==> src/rtl/spi_master_n.sv <==
// SPI shift engine behind the $FE30-$FE37 I/O decode: chip selects, SCLK divider,
// four SPI modes, LSB/MSB-first order and auto-restart block reads.
//   state   | meaning
//   S_IDLE  | no transfer; SCLK parked at CPOL
//   S_SHIFT | 16 SCLK edges being generated; BUSY=1
module spi_master_n #(
  parameter int          NCS     = 4,
  parameter logic [7:0]  DIV_RST = 8'd59,
  parameter int          NIN     = 4
) (
  input  logic                            MHZ48,
  input  logic                            RES,
  input  logic [2:0]                      A,
  input  logic [7:0]                      DI,
  output logic [7:0]                      DO,
  input  logic                            RD,
  input  logic                            WR,
  output logic                            SCLK,
  output logic                            MOSI,
  input  logic                            MISO,
  output logic [NCS-1:0]                  nCS,
  input  logic [((NIN > 0) ? NIN : 1)-1:0] IN,
  output logic                            BUSY
);

  typedef enum logic {S_IDLE = 1'b0, S_SHIFT = 1'b1} state_t;

  state_t           state_q, state_d;
  logic [3:0]       ctrl_q, ctrl_d;
  logic [7:0]       div_q, div_d;
  logic [7:0]       divcnt_q, divcnt_d;
  logic [3:0]       edge_q, edge_d;
  logic [7:0]       tx_q, tx_d;
  logic [7:0]       rxsh_q, rxsh_d;
  logic [7:0]       rx_q, rx_d;
  logic [NCS-1:0]   cs_q, cs_d;
  logic             sclk_q, sclk_d;
  logic             mosi_q, mosi_d;
  logic             ovr_q, ovr_d;

  logic             busy, edge_fire, last_edge, odd_edge;
  logic             rd_ev, start_wr, start_rd, start;
  logic [7:0]       tx_raw, tx_load;
  logic [5:0]       in_pad;
  logic [7:0]       cs_pad;

  function automatic logic [7:0] rev8(input logic [7:0] b);
    return {b[0], b[1], b[2], b[3], b[4], b[5], b[6], b[7]};
  endfunction

  // A simultaneous WR masks every side effect of RD.
  assign rd_ev    = RD & ~WR;
  assign start_wr = WR & (A == 3'd0) & ~busy;
  assign start_rd = rd_ev & (A == 3'd0) & ~busy & ctrl_q[3];
  assign start    = start_wr | start_rd;

  always_ff @(posedge MHZ48) begin
    if (RES) state_q <= S_IDLE;
    else     state_q <= state_d;
  end

  always_comb begin
    state_d = state_q;
    case (state_q)
      S_IDLE:  if (start) state_d = S_SHIFT;
      S_SHIFT: if (edge_fire && last_edge) state_d = S_IDLE;
      default: state_d = S_IDLE;
    endcase
  end

  always_comb begin
    busy      = (state_q == S_SHIFT);
    edge_fire = busy && (divcnt_q == div_q);
    last_edge = (edge_q == 4'd15);
    odd_edge  = ~edge_q[0];
  end

  always_comb begin
    ctrl_d   = ctrl_q;
    div_d    = div_q;
    cs_d     = cs_q;
    divcnt_d = divcnt_q;
    edge_d   = edge_q;
    tx_d     = tx_q;
    rxsh_d   = rxsh_q;
    rx_d     = rx_q;
    sclk_d   = sclk_q;
    mosi_d   = mosi_q;
    tx_raw   = start_wr ? DI : 8'hFF;
    tx_load  = ctrl_q[2] ? rev8(tx_raw) : tx_raw;

    if (WR) begin
      case (A)
        3'd1: if (!busy) begin
          ctrl_d = DI[3:0];
          sclk_d = DI[0];
        end
        3'd2: if (!busy) div_d = DI;
        3'd3: cs_d = DI[NCS-1:0];
        default: ;
      endcase
    end

    ovr_d = (ovr_q & ~(rd_ev & (A == 3'd4))) | (WR & (A == 3'd0) & busy);

    if (start) begin
      divcnt_d = '0;
      edge_d   = '0;
      // CPHA=0 puts the first bit out immediately; CPHA=1 waits for edge 1.
      if (ctrl_q[1]) begin
        tx_d = tx_load;
      end else begin
        mosi_d = tx_load[7];
        tx_d   = {tx_load[6:0], 1'b0};
      end
    end else if (busy) begin
      if (edge_fire) begin
        divcnt_d = '0;
        edge_d   = edge_q + 4'd1;
        sclk_d   = ~sclk_q;
        if (ctrl_q[1] ? odd_edge : (!odd_edge && !last_edge)) begin
          mosi_d = tx_q[7];
          tx_d   = {tx_q[6:0], 1'b0};
        end
        if (ctrl_q[1] ? !odd_edge : odd_edge) rxsh_d = {rxsh_q[6:0], MISO};
        if (last_edge) rx_d = ctrl_q[2] ? rev8(rxsh_d) : rxsh_d;
      end else begin
        divcnt_d = divcnt_q + 8'd1;
      end
    end
  end

  always_ff @(posedge MHZ48) begin
    if (RES) begin
      ctrl_q   <= '0;
      div_q    <= DIV_RST;
      cs_q     <= '1;
      divcnt_q <= '0;
      edge_q   <= '0;
      tx_q     <= '0;
      rxsh_q   <= '0;
      rx_q     <= 8'hFF;
      sclk_q   <= 1'b0;
      mosi_q   <= 1'b1;
      ovr_q    <= 1'b0;
    end else begin
      ctrl_q   <= ctrl_d;
      div_q    <= div_d;
      cs_q     <= cs_d;
      divcnt_q <= divcnt_d;
      edge_q   <= edge_d;
      tx_q     <= tx_d;
      rxsh_q   <= rxsh_d;
      rx_q     <= rx_d;
      sclk_q   <= sclk_d;
      mosi_q   <= mosi_d;
      ovr_q    <= ovr_d;
    end
  end

  generate
    if (NIN > 0) begin : g_in
      assign in_pad = 6'(IN);
    end else begin : g_no_in
      assign in_pad = '0;
    end
  endgenerate

  assign cs_pad = 8'(cs_q);

  always_comb begin
    case (A)
      3'd0:    DO = rx_q;
      3'd1:    DO = {4'b0000, ctrl_q};
      3'd2:    DO = div_q;
      3'd3:    DO = cs_pad;
      3'd4:    DO = {busy, ovr_q, in_pad};
      default: DO = 8'h00;
    endcase
  end

  assign SCLK = sclk_q;
  assign MOSI = mosi_q;
  assign nCS  = cs_q;
  assign BUSY = busy;

endmodule

==> config.mk <==
export PLATFORM = sky130hd
export DESIGN_NAME = spi_master_n
export DESIGN_NICKNAME = d
export VERILOG_FILES = /design/src/rtl/spi_master_n.sv
export SDC_FILE = /design/constraint.sdc
export NUM_CORES = 1
export LEC_CHECK = 0
export CAP_MARGIN = 40
export CORE_MARGIN = 3
export CORE_UTILIZATION = 59
export DETAILED_ROUTE_END_ITERATION = 10
export DONT_BUFFER_PORTS = 1
export GPL_TIMING_DRIVEN = 1
export MAX_ROUTING_LAYER = met4
export PLACE_DENSITY = 0.75
export SKIP_CTS_REPAIR_TIMING = 1
export SYNTH_ARGS = -nofsm -noshare
export SYNTH_HDL_FRONTEND = slang
export SYNTH_SLANG_ARGS = --single-unit
==> constraint.sdc <==
create_clock -name MHZ48 -period 2.5 [get_ports MHZ48]
set_input_delay 0.25 -clock MHZ48 [delete_from_list [all_inputs] [get_ports MHZ48]]
set_output_delay 0.25 -clock MHZ48 [all_outputs]
set_load 0.05 [all_outputs]
# Word level (Yosys, flattened, before mapping)
# Cells that the tools add are included.
[classes] add_sub_neg=2 n_eq_ne=7 n_mux=27 bitwise_logic=17 reduce_logical=17
[op_table] cell="$mux W8" n=10
[op_table] cell="$pmux W8 S5" n=1
[op_table] cell="$mux W1" n=15
[op_table] cell="$reduce_and A3 Y1" n=4
[op_table] cell="$and A1 B1 Y1" n=9
[op_table] cell="$add A8 B1 Y8 const B" n=1
[op_table] cell="$eq A8 B8 Y1" n=1
[op_table] cell="$reduce_and A4 Y1" n=2
[op_table] cell="$eq A3 B2 Y1 const B" n=2
[op_table] cell="$not A1 Y1" n=6
[op_table] cell="$reduce_bool A2 Y1" n=3
[op_table] cell="$add A4 B1 Y4 const B" n=1
[op_table] cell="$eq A4 B4 Y1 const B" n=1
[op_table] cell="$reduce_and A2 Y1" n=2
[op_table] cell="$eq A3 B1 Y1 const B" n=1
[op_table] cell="$eq A3 B3 Y1 const B" n=1
[op_table] cell="$logic_and A1 B1 Y1" n=3
[op_table] cell="$logic_not A3 Y1" n=1
[op_table] cell="$ne A2 B2 Y1 const B" n=1
[op_table] cell="$or A1 B1 Y1" n=2
[op_table] cell="$pmux W1 S2" n=1
[op_table] cell="$reduce_or A2 Y1" n=1
[op_table] cell="$logic_not A1 Y1" n=1
[totals] reg_bits=56 out_inout_bits=15 wordCells=82

# Longest topological paths before layout
# Gate-level depths: netlist (run 1).
[depth] ltp_word=8 depth_mapped=7

# Worst setup path before layout (run 1)
# OpenSTA, ideal clock, no wires.
[synth_path] path_kind="input port to output port" start="in A[1]" end="out DO[7]" arrival_time_ns=2.342 required_ns=2.250 slack_ns=-0.092 stages=4 cell_sequence="clkbuf_1 > buf_1 > a211oi_1 > a211oi_1"
[synth_between] elab_chain_cells=2
[synth_rtl] element="from (decl)" line_no="13" source="input logic [2:0] A,"
[synth_rtl] element="$eq A3 B3 Y1, or another cell as far along" line_no="172" source="case (A)"
[synth_rtl] element="$pmux W8 S5 *" line_no="172"
[synth_rtl] element="to (decl)" line_no="15" source="output logic [7:0] DO,"
# Every way passes the cells marked *; elsewhere a longest branch is shown, timed or not.

# Final worst setup path (run 1)
[layout_path] start="reg edge_q[0]" end="reg tx_q[3]"
[layout_between] elab_chain_cells=6
[layout_rtl] element="from (decl)" line_no="32" source="logic [3:0] edge_q, edge_d;"
[layout_rtl] element="from (signal assigned)" line_no="151" source="edge_q <= edge_d;"
[layout_rtl] element="$eq A4 B4 Y1" line_no="74" source="last_edge = (edge_q == 4'd15);"
[layout_rtl] element="$logic_not A1 Y1" line_no="121" source="if (ctrl_q[1] ? odd_edge : (!odd_edge && !last_edge)) begin"
[layout_rtl] element="$logic_and A1 B1 Y1" line_no="121"
[layout_rtl] element="$mux W1 *" line_no="121"
[layout_rtl] element="$reduce_bool A2 Y1 (no line) *"
[layout_rtl] element="$reduce_and A3 Y1 (no line) *"
[layout_rtl] element="to (signal assigned)" line_no="152" source="tx_q <= tx_d;"
[layout_rtl] element="to (decl)" line_no="33" source="logic [7:0] tx_q, tx_d;"
# Marks and branches as above.
# A chain may end at the register's enable or synchronous reset.

==> results of run 1 <==
## placed cells by master (no fill, tap or decap), types with 5 or more instances in the layout
master,n
nor2_1,61
dfxtp_1,56
a211o_1,9
buf_4,13
a211oi_1,18
xor2_1,6
inv_1,6
mux2i_1,39
nor3_1,9
a21oi_1,29
nand3b_1,6
clkbuf_8,5
nand3_1,6
nand2_1,10
xnor2_1,8
nand2b_1,9
## cell families after synthesis
| kind of cell | count (synthesis) |
|---|---|
| buf+inv | 26 |
| mux | 44 |
| fa+ha+maj | 2 |
| xor+xnor | 18 |
| simple gates | 126 |
| compound gates | 67 |
| flops | 56 |
## layer usage
| layer | vias up | global-route usage [%] |
|---|---|---|
| li1 | 1214 | - |
| met1 | 1146 | 29.8 |
| met2 | 63 | 40.3 |
| met3 | 6 | 6.50 |
| met4 | 0 | 4.80 |
| met5 | - | - |
## path summary, 6_finish.rpt
check,from,end,depth (start not counted)
hold / removal,RES,div_q[4],1
setup / recovery,edge_q[0],tx_q[3],6
hold reg to reg,edge_q[1],edge_q[1],2
setup reg to reg,edge_q[0],tx_q[3],6
## through the flow
step	hold WS, ns	worst slack, ns	total power [mW]	cell area (sq um)	instances
2_1_floorplan	0.394	0.0735	1.09	3010	339
3_3_place_gp	0.326	0.565	1.10	3120	399
3_5_place_dp	0.329	0.463	1.11	3120	399
4_1_cts	-0.00339	0.443	1.68	3230	407
5_1_grt	0.0223	0.238	1.74	3250	409
6_report	0.0419	0.445	1.68	3250	409
## registers in the layout, summed over array words and instances, names as in the netlist
register,cells
BUSY,1
edge_q,4
ctrl_q,4
div_q,8
rx_q,8
ovr_q,1
MOSI,1
nCS,4
tx_q,8
divcnt_q,8
rxsh_q,8
SCLK,1
## report_power, final
part	total (mW)	switching (mW)	internal [mW]	leakage (nW)
combinational	0.164	0.0972	0.0667	0.621
sequential	0.932	0.0268	0.905	0.453
clock	0.582	0.284	0.298	0.0552
## worst max-delay path: stages (launching register included)
cell and delay (ns):
dfxtp_1 0.38, ha_1 0.24, and3_1 0.19, o21a_1 0.22
nor4_4 0.51, mux2i_1 0.27, a211oi_1 0.09
## final cells by class
| cell class | instances | area (sq um) | share of cell area [%] |
|---|---|---|---|
| multi-input combinational | 257 | 1800 | 55.3 |
| sequential | 56 | 1120 | 34.5 |
| timing repair buffer | 15 | 118 | 3.62 |
| tap | 67 | 83.8 | 2.58 |
| clock buffer | 6 | 72.6 | 2.23 |
| clock inverter | 2 | 35.0 | 1.08 |
| inverter | 6 | 22.5 | 0.693 |
==> results.sh, run 1 <==
export IMPL_p_leak_nw=1.13
export IMPL_drt_antenna_violating_nets=0
export IMPL_power_density_nw_per_um2=516
export IMPL_via_per_inst=5.94
export IMPL_place_congestion=0.888
export IMPL_post_route_period_util_pct=82.2
export IMPL_synth_top_cell_by_area="dfxtp_1"
export IMPL_endpoint_kind="register"
export IMPL_wl_met2_microns=3350
export IMPL_finClkSkew_ns=0.00609
export IMPL_root_buffer="clkbuf_8"
export IMPL_cp_data_required_time_ns=2.66
export IMPL_drc=0
export IMPL_cts_path_max_buffers=2
export IMPL_cts_max_level=2
export IMPL_synth_xor_area_share_pct=6.24
export IMPL_grt_pass1_wl_microns=11300
export IMPL_post_route_min_period_ns=2.05
export IMPL_synth_top_family_by_area="simple AND/OR/NAND/NOR gates"
export IMPL_worst_path_max_fanout=8
export IMPL_finalNetCount=363
export IMPL_grt_pass1_vias=2326
export IMPL_m1WireLength_microns=2970
export IMPL_cts_inserted_buffers=5
export IMPL_yosysSeqAreaShare_pct=37.3
export IMPL_wl_met3_microns=440
export IMPL_finalSetupViolCount=0
export IMPL_fillers=422
export IMPL_num_rows=25
export IMPL_ys_seq_elements=56
export IMPL_finalSetupTns_ns=0
export IMPL_hold_viol=0
export IMPL_ys_top_cells_by_count="61 x nor2_1, 56 x dfxtp_1, 39 x mux2i_1"
export IMPL_arrival_ns=2.21
export IMPL_ys_top_cells_by_area="dfxtp_1 37%, mux2i_1 13%, nor2_1 7.6%"
export IMPL_first_pass_iters=4
export IMPL_die_h_microns=77.4
export IMPL_slew_violations=0
export IMPL_synth_main_ff_cell="dfxtp_1"
export IMPL_dp_hpwl_microns=4860
export IMPL_diodes=0
export IMPL_cts_tree="done"
export IMPL_dieArea_sq_um=5990
export IMPL_final_core_util_pct=67.5
export IMPL_hold_path_class="in2reg"
export IMPL_die_w_microns=77.4
export IMPL_track_usage_pct=24.2
export IMPL_cts_sinks=56
export IMPL_clock_fmax_mhz=487
export IMPL_syn_nets=361
export IMPL_drive_gt1_share_pct=11.1
export IMPL_muxShareOfSynthArea_pct=16.4
export IMPL_synth_compound_area_share_pct=14.5
export IMPL_overflow=0
export IMPL_async_flop_share_pct=0
export IMPL_syn_to_final_growth_pct=8.12
export IMPL_wl_microns=6820
export IMPL_routedWlPerCell_microns=16.7
export IMPL_num_io_pins=35
export IMPL_maxCapViolations=0
export IMPL_synth_most_common_cell="nor2_1"
export IMPL_ir_drop_mv=0.391
export IMPL_r2r_slack_ns=0.45
export IMPL_antenna_found_initial=0
export IMPL_drt_initial_drc_count=158
export IMPL_coreArea_sq_um=4820
export IMPL_vias=2429
export IMPL_clk_pin_slew_worst_paths_ns=0.10
export IMPL_port_buffers=0
export IMPL_start_util_pct=62.4
export IMPL_highest_layer="met4"
export IMPL_startpoint_type="register"
export IMPL_tightest_slew_ns=0.920
export IMPL_synth_simple_area_share_pct=21.4
export IMPL_synth_edf_count=0
export IMPL_status="finished clean"
export IMPL_synth_top_cell_area_share_pct=37.3
export IMPL_yosys_warnings=0
export IMPL_crit_type="reg2reg"
export IMPL_rsz0062_at_grt="false"
export IMPL_syn_area_per_cell_sq_um=8.87
export IMPL_ys_types=42
export IMPL_clk_latency_ns=0.31
export IMPL_grt_max_degree=56
export IMPL_slew_headroom_pct=38.4
export IMPL_synth_area_sq_um=3010
export IMPL_synth_cells=339
export IMPL_synthAdderAreaFrac_pct=0.833
Note: power is estimated with default switching activity, not from simulation.
==> inputs of run 2 (changes only) <==
Settings changed: CORE_UTILIZATION 59 to 57.
Clock period 2.5 ns to 1.74 ns, I/O delays scaled along.
==> run 2 against run 1 <==
  * Die area rose by 3.2%
  * First-iteration DRC count fell by 24%
  * Power rose by 41%
==> results.sh, run 2 (synthesized netlist as in run 1, its figures left out) <==
export IMPL_status="finished clean"
export IMPL_finalSetupViolCount=0
export IMPL_post_route_min_period_ns=1.72
export IMPL_slew_violations=0
export IMPL_post_route_period_util_pct=99.1
export IMPL_cp_data_required_time_ns=1.94
export IMPL_drt_antenna_violating_nets=0
export IMPL_first_pass_iters=4
export IMPL_syn_to_final_growth_pct=16.9
export IMPL_grt_pass1_wl_microns=11600
export IMPL_cts_sinks=56
export IMPL_final_common_cell="nor2_1"
export IMPL_mostFrequentLayoutCells="60 x nor2_1, 51 x dfxtp_1, 34 x mux2i_1"
export IMPL_crit_type="reg2reg"
export IMPL_num_io_pins=35
export IMPL_drc=0
export IMPL_arrival_ns=1.92
export IMPL_drive_gt1_share_pct=21.2
export IMPL_dieArea_sq_um=6180
export IMPL_finClkSkew_ns=0.00544
export IMPL_finalSetupTns_ns=0
export IMPL_power_density_nw_per_um2=674
export IMPL_cts_inserted_buffers=5
export IMPL_start_util_pct=61.2
export IMPL_slew_headroom_pct=68.5
export IMPL_ir_drop_mv=0.518
export IMPL_clk_pin_slew_worst_paths_ns=0.10
export IMPL_wl_microns=7110
export IMPL_grt_max_degree=56
export IMPL_clk_latency_ns=0.31
export IMPL_die_h_microns=78.6
export IMPL_endpoint_kind="register"
export IMPL_max_stage_delay_ns=0.38
export IMPL_cts_path_max_buffers=2
export IMPL_num_rows=25
export IMPL_hold_path_class="in2reg"
export IMPL_rsz0062_at_grt="true"
export IMPL_combPwrFrac_pct=12.7
export IMPL_finalNetCount=380
export IMPL_clkPwrFrac_pct=31.6
export IMPL_die_w_microns=78.6
export IMPL_cts_tree="done"
export IMPL_hold_viol=0
export IMPL_port_buffers=0
export IMPL_fillers=391
export IMPL_grt_pass1_vias=2410
export IMPL_clock_fmax_mhz=580
export IMPL_pwr_share_seq_pct=55.7
export IMPL_track_usage_pct=24.0
export IMPL_p_leak_nw=1.23
export IMPL_coreArea_sq_um=4910
export IMPL_cts_max_level=2
export IMPL_routedWlPerCell_microns=16.7
export IMPL_cpMaxStageDelayCell="dfxtp_4"
export IMPL_crit_chain="ha_4 -> and3_4 -> o21a_1 -> nor4_4 -> buf_6 -> mux2i_1 -> a211oi_1"
export IMPL_vias=2576
export IMPL_antenna_found_initial=0
export IMPL_p_sw_share_pct=26.1
export IMPL_drt_initial_drc_count=120
export IMPL_via_per_inst=6.05
export IMPL_diodes=0
export IMPL_maxCapViolations=0
export IMPL_p_sw_mw=0.616
export IMPL_holdWs_ns=0.0126
export IMPL_dp_hpwl_microns=5020
export IMPL_root_buffer="clkbuf_8"
export IMPL_p_int_mw=1.75
export IMPL_startpoint_type="register"
export IMPL_place_congestion=0.863
export IMPL_worst_path_max_fanout=8
export IMPL_tightest_slew_ns=0.467
export IMPL_overflow=0
-- run 2: power by group through the flow --
stage	registers, mW	logic, mW	clock network [mW]
after floorplan	1.36	0.226	0
after global placement	1.35	0.275	0
after detailed placement	1.35	0.278	0
after CTS	1.32	0.279	0.762
after global routing	1.32	0.319	0.799
final	1.32	0.300	0.748
-- run 2: final timing paths --
path / from / to / slack, ns / cells after the start
min reg2reg: tx_q[0] / tx_q[0] / 0.50 / 2
max reg2reg: edge_q[0] / tx_q[4] / 0.02 / 7
max: edge_q[0] / tx_q[4] / 0.02 / 7
min: DI[7] / div_q[7] / 0.01 / 2
-- run 2: final cells by class --
type / instances / area (sq um) / area share, %
clock inverter: 1 / 6.26 / 0.178
clock buffer: 7 / 86.3 / 2.46
inverter: 6 / 22.5 / 0.641
timing repair buffer: 32 / 294 / 8.37
tap: 67 / 83.8 / 2.39
sequential: 56 / 1130 / 32.2
multi-input combinational: 257 / 1890 / 53.8
-- run 2: routing by layer --
metal | share of wire, % | track usage (%) | vias up
met3 | 4.1 | 3.56 | 8
met5 | 0 | - | -
met1 | 46 | 32.0 | 1255
met2 | 48 | 38.4 | 53
li1 | - | - | 1260
met4 | 1.1 | 6.12 | 0
-- run 2: through the flow --
stage | instance area [sq um] | power (mW) | worst slack, ns | utilization (%) | std cells
after floorplan | 3090 | 1.58 | -0.0275 | - | 339
after global placement | 3350 | 1.62 | 0.106 | 68.3 | 416
after detailed placement | 3350 | 1.62 | 0.0185 | 68.3 | 416
after CTS | 3440 | 2.36 | -0.00206 | 70.1 | 424
after global routing | 3510 | 2.44 | -0.0834 | 71.5 | 426
final | 3510 | 2.37 | 0.0160 | 71.5 | 426
-- run 2: worst max-delay path, delay by kind of cell (launching register included) --
| family | cells | cell delay, ns |
|---|---|---|
| buffers and inverters | 1 | 0.19 |
| AND/OR/NAND/NOR | 2 | 0.33 |
| adder cells (fa/ha/maj) | 1 | 0.16 |
| AO/OA/AOI/OAI | 2 | 0.32 |
| multiplexers | 1 | 0.23 |
| flip-flops | 1 | 0.38 |
==> inputs of run 3 (changes only) <==
Settings changed: CORE_UTILIZATION 57 to 45, PLACE_DENSITY 0.75 to not set.
Clock period 1.74 ns to 1.6 ns, I/O delays scaled along.
==> run 3 against run 2 <==
  * The run now ends with hold timing, setup timing left
  * Die area rose by 25%
  * Clock power rose by 8.2%
  * Maximum frequency rose by 2.3%
  * Critical path type unchanged
  * Largest cell class unchanged
  * Largest power group unchanged
==> results.sh, run 3 (synthesized netlist as in run 1, its figures left out) <==
export IMPL_status="complete, but fails checks"
export IMPL_violations="hold timing, setup timing"
export IMPL_die_h_microns=87.7
export IMPL_r2r_cells=6
export IMPL_place_congestion=0.829
export IMPL_dp_hpwl_microns=5320
export IMPL_num_io_pins=35
export IMPL_tightest_slew_ns=0.487
export IMPL_endpoint_kind="register"
export IMPL_hold_path_cell_count=2
export IMPL_r2r_end="MOSI"
export IMPL_max_stage_delay_ns=0.36
export IMPL_cts_tree="done"
export IMPL_wl_microns=7950
export IMPL_final_common_cell="nor2_1"
export IMPL_drc=0
export IMPL_r2r_slack_ns=-0.09
export IMPL_port_buffers=0
export IMPL_crit_type="reg2reg"
export IMPL_slew_headroom_pct=67.5
export IMPL_diodes=0
export IMPL_grt_pass1_wl_microns=11900
export IMPL_cpMaxStageDelayCell="dfxtp_2"
export IMPL_pwr_share_seq_pct=54.5
export IMPL_coreArea_sq_um=6420
export IMPL_num_rows=29
export IMPL_grt_max_degree=56
export IMPL_drt_initial_drc_count=105
export IMPL_first_pass_iters=4
export IMPL_start_util_pct=46.8
export IMPL_dp_slack_ns=-0.0919
export IMPL_vias=2606
export IMPL_drt_antenna_violating_nets=0
export IMPL_p_leak_nw=1.43
export IMPL_antenna_found_initial=0
export IMPL_track_usage_pct=20.2
export IMPL_p_sw_share_pct=26.3
export IMPL_clk_latency_ns=0.30
export IMPL_combPwrFrac_pct=14.7
export IMPL_overflow=0
export IMPL_maxCapViolations=0
export IMPL_post_route_min_period_ns=1.69
export IMPL_routedWlPerCell_microns=17.2
export IMPL_hold_viol=1
export IMPL_ir_drop_mv=0.429
export IMPL_worst_slack_ns=-0.0855
export IMPL_cts_path_max_buffers=2
export IMPL_crit_chain="xnor2_2 -> nand4_4 -> buf_4 -> nor4_2 -> nor4_1 -> a311oi_1"
export IMPL_arrival_ns=1.91
export IMPL_die_w_microns=87.7
export IMPL_holdPathEnd="rx_q[4]"
export IMPL_cts_sinks=56
export IMPL_p_sw_mw=0.689
export IMPL_startpoint_type="register"
export IMPL_grt_pass1_vias=2354
export IMPL_clkPwrFrac_pct=30.8
export IMPL_post_route_period_util_pct=105
export IMPL_cts_max_level=2
export IMPL_finClkSkew_ns=0.00557
export IMPL_holdWs_ns=-0.00118
export IMPL_finalNetCount=406
export IMPL_drive_gt1_share_pct=32.2
export IMPL_dieArea_sq_um=7690
export IMPL_slew_violations=0
export IMPL_root_buffer="clkbuf_8"
export IMPL_clk_pin_slew_worst_paths_ns=0.10
export IMPL_syn_to_final_growth_pct=33.3
export IMPL_clock_fmax_mhz=593
export IMPL_min_from="RES"
export IMPL_final_core_util_pct=62.4
export IMPL_cp_data_required_time_ns=1.82
export IMPL_worst_path_max_fanout=2
export IMPL_rsz0062_at_grt="true"
export IMPL_power_density_nw_per_um2=655
export IMPL_hold_path_class="in2reg"
export IMPL_via_per_inst=5.64
export IMPL_cts_inserted_buffers=5
export IMPL_p_int_mw=1.94
export IMPL_p_total_mw=2.62
export IMPL_mostFrequentLayoutCells="60 x nor2_1, 48 x dfxtp_1, 40 x buf_4"
export IMPL_reg2reg_from="div_q[3]"
export IMPL_finalSetupViolCount=15
## run 3: cell count changes in the layout (fill, tap and decap cells not counted), sizes merged
cell / previous run / this run
buf: 32 / 56
inv: 7 / 6
clkinv: 0 / 2
dlygate4sd3: 0 / 1
## run 3: per-stage QoR
step / setup TNS [ns] / area (sq um) / hold WS (ns) / cells
final: -0.469 / 4010 / -0.00118 / 462
after global routing: -2.21 / 4010 / 0.00467 / 462
after CTS: -1.16 / 3700 / -0.0916 / 457
after detailed placement: -0.538 / 3600 / 0.237 / 449
after global placement: -0.214 / 3600 / 0.239 / 449
after floorplan: -1.06 / 3120 / 0.304 / 339
## run 3: layout make-up
type,count,area (sq um)
Inverter,6,22.5
Fill cell,553,2420
Sequential cell,56,1140
Timing Repair Buffer,58,577
Clock inverter,2,10.0
Tap cell,77,96.3
Multi-Input combinational cell,257,2080
Clock buffer,6,82.6
## run 3: power by group through the flow
| stage | Sequential (mW) | Clock [mW] | Combinational (mW) |
|---|---|---|---|
| global placement | 1.46 | 0 | 0.339 |
| floorplan | 1.48 | 0 | 0.253 |
| CTS | 1.43 | 0.839 | 0.343 |
| finish | 1.43 | 0.809 | 0.385 |
| detailed placement | 1.46 | 0 | 0.342 |
| global route | 1.43 | 0.887 | 0.409 |
## run 3: worst max-delay path by stage
stage                 from      end  slack, ns  cells after the start
2_1_floorplan    edge_q[0]  tx_q[1]      -0.14                      6
3_3_place_gp     edge_q[0]  tx_q[3]      -0.03                      7
3_5_place_dp   divcnt_q[0]     MOSI      -0.09                      6
4_1_cts        divcnt_q[0]     MOSI      -0.11                      6
5_1_grt          edge_q[0]  tx_q[1]      -0.17                      7
6_report          div_q[3]     MOSI      -0.09                      6
## run 3: critical path, delay by kind of cell, from the launching register on
family	cells	cell delay [ns]
and+or+nand+nor	3	0.58
DFF	1	0.36
AOI/OAI and AO/OA	1	0.24
xor gates and xnor gates	1	0.23
buffers and inverters	1	0.18
## run 3: metal layers
layer  vias to the layer above  global-route usage [%]  wire length [microns]
li1                       1298                       -                      -
met1                      1259                    28.6                   3830
met2                        47                    30.5                   3770
met3                         2                    3.57                    325
met4                         0                    3.63                     29
met5                         -                       -                      0
